$ cat src/rtl/mul64_seq.sv
// rtl/mul64_seq.sv - sequential shift-and-add 64x64 unsigned multiplier (low 64 bits, zero/overflow flags)

module add64 (
  input  logic [63:0] a_i,
  input  logic [63:0] b_i,
  output logic [63:0] sum_o,
  output logic        cout_o,
  output logic        ovf_o,
  output logic        zero_o
);
  logic carry;
  logic carry_msb;

  always_comb begin
    sum_o     = '0;
    carry     = 1'b0;
    carry_msb = 1'b0;
    for (int i = 0; i < 64; i++) begin
      if (i == 63) carry_msb = carry;
      sum_o[i] = a_i[i] ^ b_i[i] ^ carry;
      carry    = (a_i[i] & b_i[i]) | (carry & (a_i[i] ^ b_i[i]));
    end
    cout_o = carry;
    ovf_o  = carry ^ carry_msb;
    zero_o = (sum_o == 64'd0);
  end
endmodule

module mul64_seq #(
  parameter int unsigned EARLY_EXIT = 1
) (
  input  logic        clk,
  input  logic        rst,
  input  logic        start,
  input  logic [63:0] in1,
  input  logic [63:0] in2,
  output logic [63:0] out,
  output logic        busy,
  output logic        done,
  output logic        z_mul_flag,
  output logic        o_mul_flag
);
  typedef enum logic [1:0] {IDLE, RUN, DONE} state_t;

  state_t      state_q;
  logic [63:0] acc_q, mcand_q, mplier_q, out_q;
  logic [5:0]  cnt_q;
  logic        lost_q, ovf_q, busy_q, done_q, z_q, o_q;

  logic [63:0] acc_d, mcand_d, mplier_d;
  logic [5:0]  cnt_d;
  logic        lost_d, ovf_d, last_d;

  logic [63:0] add_sum;
  logic        add_cout;
  logic        unused_add_ovf, unused_add_zero;

  add64 u_add (
    .a_i    (acc_q),
    .b_i    (mcand_q),
    .sum_o  (add_sum),
    .cout_o (add_cout),
    .ovf_o  (unused_add_ovf),
    .zero_o (unused_add_zero)
  );

  // Overflow needs both a carry/lost bit and an actual addition in this step.
  always_comb begin
    acc_d    = mplier_q[0] ? add_sum : acc_q;
    ovf_d    = ovf_q | (mplier_q[0] & (add_cout | lost_q));
    mcand_d  = {mcand_q[62:0], 1'b0};
    lost_d   = lost_q | mcand_q[63];
    mplier_d = {1'b0, mplier_q[63:1]};
    cnt_d    = cnt_q + 6'd1;
    last_d   = (cnt_q == 6'd63) || ((EARLY_EXIT != 0) && (mplier_d == 64'd0));
  end

  always_ff @(posedge clk) begin
    if (rst) begin
      state_q  <= IDLE;
      acc_q    <= '0;
      mcand_q  <= '0;
      mplier_q <= '0;
      cnt_q    <= '0;
      lost_q   <= 1'b0;
      ovf_q    <= 1'b0;
      out_q    <= '0;
      busy_q   <= 1'b0;
      done_q   <= 1'b0;
      z_q      <= 1'b0;
      o_q      <= 1'b0;
    end else begin
      case (state_q)
        IDLE: begin
          if (start) begin
            acc_q    <= '0;
            mcand_q  <= in1;
            mplier_q <= in2;
            cnt_q    <= '0;
            lost_q   <= 1'b0;
            ovf_q    <= 1'b0;
            busy_q   <= 1'b1;
            state_q  <= RUN;
          end
        end
        RUN: begin
          acc_q    <= acc_d;
          ovf_q    <= ovf_d;
          mcand_q  <= mcand_d;
          lost_q   <= lost_d;
          mplier_q <= mplier_d;
          cnt_q    <= cnt_d;
          if (last_d) begin
            out_q   <= acc_d;
            z_q     <= (acc_d == 64'd0);
            o_q     <= ovf_d;
            done_q  <= 1'b1;
            state_q <= DONE;
          end
        end
        DONE: begin
          done_q  <= 1'b0;
          busy_q  <= 1'b0;
          state_q <= IDLE;
        end
        default: state_q <= IDLE;
      endcase
    end
  end

  assign out        = out_q;
  assign busy       = busy_q;
  assign done       = done_q;
  assign z_mul_flag = z_q;
  assign o_mul_flag = o_q;
endmodule

$ cat config.mk
export PLATFORM = sky130hd
export DESIGN_NAME = mul64_seq
export DESIGN_NICKNAME = d
export VERILOG_FILES = /design/src/rtl/mul64_seq.sv
export SDC_FILE = /design/constraint.sdc
export NUM_CORES = 1
export LEC_CHECK = 0
export BUFFER_PORTS_ARGS = -buffer_cell sky130_fd_sc_hd__buf_4
export CORE_ASPECT_RATIO = 0.8
export CORE_MARGIN = 1
export CORE_UTILIZATION = 40
export DETAILED_ROUTE_END_ITERATION = 16
export SLEW_MARGIN = 20
export SYNTH_ARGS = -nofsm -noshare
export SYNTH_HDL_FRONTEND = slang
export SYNTH_SLANG_ARGS = --single-unit
$ cat constraint.sdc
create_clock -name clk -period 32.5 [get_ports clk]
set_input_delay 1.625 -clock clk [delete_from_list [all_inputs] [get_ports clk]]
set_output_delay 1.625 -clock clk [all_outputs]
set_load 0.02 [all_outputs]
==> impl_metrics.ini <==
[final_layout]
diodes = 0
drive_gt1_frac = 0.2044
syn2layout_area_growth_pct = 21.18
final_core_util = 0.4968
fin_nets = 1806

[pwr]
p_int_uw = 608.9
leakage_uw = 0.006789
clock_power_share = 0.428
fin_total_pwr_uw = 833.9
combPwrFrac = 0.131
netSwitchingPower_uw = 225.0
power_density_mw_per_mm2 = 52.92
p_sw_frac = 0.2698
ir_drop_mv = 0.03670
seq_power_share = 0.441

[worst_hold_path]
hold_depth = 2
min-delay-start = done$_SDFFE_PP0P_
whs_endpoint = done$_SDFFE_PP0P_
worstHoldPathType = flip-flop to flip-flop

[clocking]
cts_root_buf = clkbuf_16
clk_latency_ns = 0.57
cts_setup_buffers = 0
cts_inserted_buffers = 30
hold_buffers = 0
clock_sinks = 270
clk_path_buf_depth = 3
cts_resized = 0
cts_tree = done
path_clk_slew_ns = 0.06
htree_levels = 1

[placed_design]
dp_hpwl_mm = 25.18
place.port_buffers = 198
dp_slack_ns = 6.794
gp_congestion = 0.8651

[critical_path]
crit_required_ns = 32.99
crit_slowest_cell = fa_1
crit_type = flip-flop to flip-flop
regToRegSetupSlack_ns = 6.63
crit_path_max_fanout = 4
critPathCaptureType = flip-flop
worstSetupStartpointType = flip-flop
reg2reg_depth = 75
r2r-end = z_mul_flag$_SDFFE_PP0P_
crit_top_cell = fa_1
reg2reg_from = acc_q[0]$_SDFFE_PP0P_
cp.arrival_ns = 26.36
cp_slowest_stage_delay_ns = 0.51

[sta]
fin_hold_ws_ns = 0.4752
setup_slack_ns = 6.630
timing.fmax_ghz = 0.03865
maxSlewViolCount = 0
worstMarginPinSlew_ns = 1.066
hold_viol = 0
rsz0062_at_grt = false
setup-violations-final = 0
slew_headroom = 0.2891
fin_setup_tns_ns = 0
min_period_over_period = 0.7960
fin_crit_ns = 25.87
skew_ns = 0.01597

[synthesis]
synthCells = 1481
synth_most_common_cell = nor2_1
ys.flop_type = dfxtp_1
synth_edf_count = 0
syn_nets = 1677
yosysSeqAreaShare = 0.4157
synthesis.area_mm2 = 0.01300
ys_ff_latch = 270
synth_cell_types = 40
async_flop_share = 0
synth.top_cells.by_count = nor2_1, dfxtp_1, nor4_1
yosysTopAreaCell = dfxtp_1
avgSynthCellArea_um2 = 8.780
yosysWarnings = 0
synth_top_area_frac = 0.4157
synth_area_leaders = dfxtp_1, nor2_1, fa_1

[detailed_routing]
drtIter0Drc = 1006
wl_mm = 36.36
drtPass1Iterations = 5
wl_per_cell_um = 17.70
viasPerCell = 5.311
num_vias = 10910
antenna_left = 0
drc = 0

[floorplanning]
die_area_mm2 = 0.03324
die_h_um = 163.3
core_mm2 = 0.03171
std_cell_rows = 58
boundaryPins = 199
start_util = 0.4100
die_x_um = 203.6

[outcome]
outcome = completed

[grt]
grt_use_total = 0.2189
first_global_vias = 10380
grt_start_max_net_pins = 146
grt_pass1_wl_mm = 57.88
overflow = 0
antenna_found_initial = 0

[flow_run]
timing.max_cap.violations = 0
worst max-delay path by stage:
stage / start / endpoint / slack (ns) / depth (start not counted)
floorplan: acc_q[0]$_SDFFE_PP0P_ / z_mul_flag$_SDFFE_PP0P_ / 7.90 / 75
global placement: acc_q[0]$_SDFFE_PP0P_ / z_mul_flag$_SDFFE_PP0P_ / 7.05 / 75
detailed placement: acc_q[0]$_SDFFE_PP0P_ / z_mul_flag$_SDFFE_PP0P_ / 6.79 / 75
CTS: acc_q[0]$_SDFFE_PP0P_ / z_mul_flag$_SDFFE_PP0P_ / 6.68 / 75
global route: acc_q[0]$_SDFFE_PP0P_ / z_mul_flag$_SDFFE_PP0P_ / 5.76 / 75
finish: acc_q[0]$_SDFFE_PP0P_ / z_mul_flag$_SDFFE_PP0P_ / 6.63 / 75
state kept, by name, indices dropped and copies added (netlist names), 2 cells and up:
register	cells
mcand_q	64
state_q	2
acc_q	64
cnt_q	6
out	64
mplier_q	64
layer usage:
metal  vias to the layer above  global-route usage  wire length, µm
li1                       5363                   -                -
met1                      5215              0.3413            18520
met2                       277              0.3076            15090
met3                        54             0.03751             1962
met4                         0             0.05195              784
met5                         -                   0                0
cell usage in the layout (no fill, tap or decap), types with 12 or more instances in the layout:
master       n
buf_4      208
inv_1       16
a21oi_1     39
nor2b_1     64
mux2_2      49
a22oi_1     91
fa_1        63
nor4_1     139
mux2_4      13
dfxtp_1    269
mux2i_1     64
nand2_1     32
nor2_1     464
clkbuf_16   31
nor3_1      12
through the flow:
stage	cells	area, µm²
2_1_floorplan	1481	13000
3_3_place_gp	1998	14700
3_5_place_dp	1998	14710
4_1_cts	2054	15760
5_1_grt	2054	15760
6_report	2054	15760
logic make-up after synthesis:
family / share of synthesized area
multiplexers: 0.1067
adder cells (fa/ha/maj): 0.09892
flip-flops: 0.4157
AO/OA/AOI/OAI: 0.07746
buffers and inverters: 0.03955
AND/OR/NAND/NOR: 0.2616
power by group through the flow:
stage	Combinational (µW)	Sequential (µW)	Clock, µW
global route	121	371	378
finish	109	368	357
global placement	108	375	0
floorplan	75.0	367	0
CTS	109	368	363
detailed placement	109	375	0
cell type report:
cell class / count / area [µm²]
Fill cell: 3005 / 15960
Clock inverter: 13 / 147.6
Tap cell: 420 / 525.5
Timing Repair Buffer: 209 / 1577
Sequential cell: 270 / 5409
Multi-Input combinational cell: 1083 / 7137
Clock buffer: 43 / 900.9
Inverter: 16 / 60.06
critical path: cells and delay by family (launching register included):
| family | cells | cell delay, ns |
|---|---|---|
| fa+ha+maj | 64 | 24.26 |
| simple gates | 3 | 0.66 |
| buf+inv | 6 | 0.36 |
| flops | 1 | 0.33 |
| compound gates | 2 | 0.20 |
No activity file was read; power rests on OpenSTA's default activity.
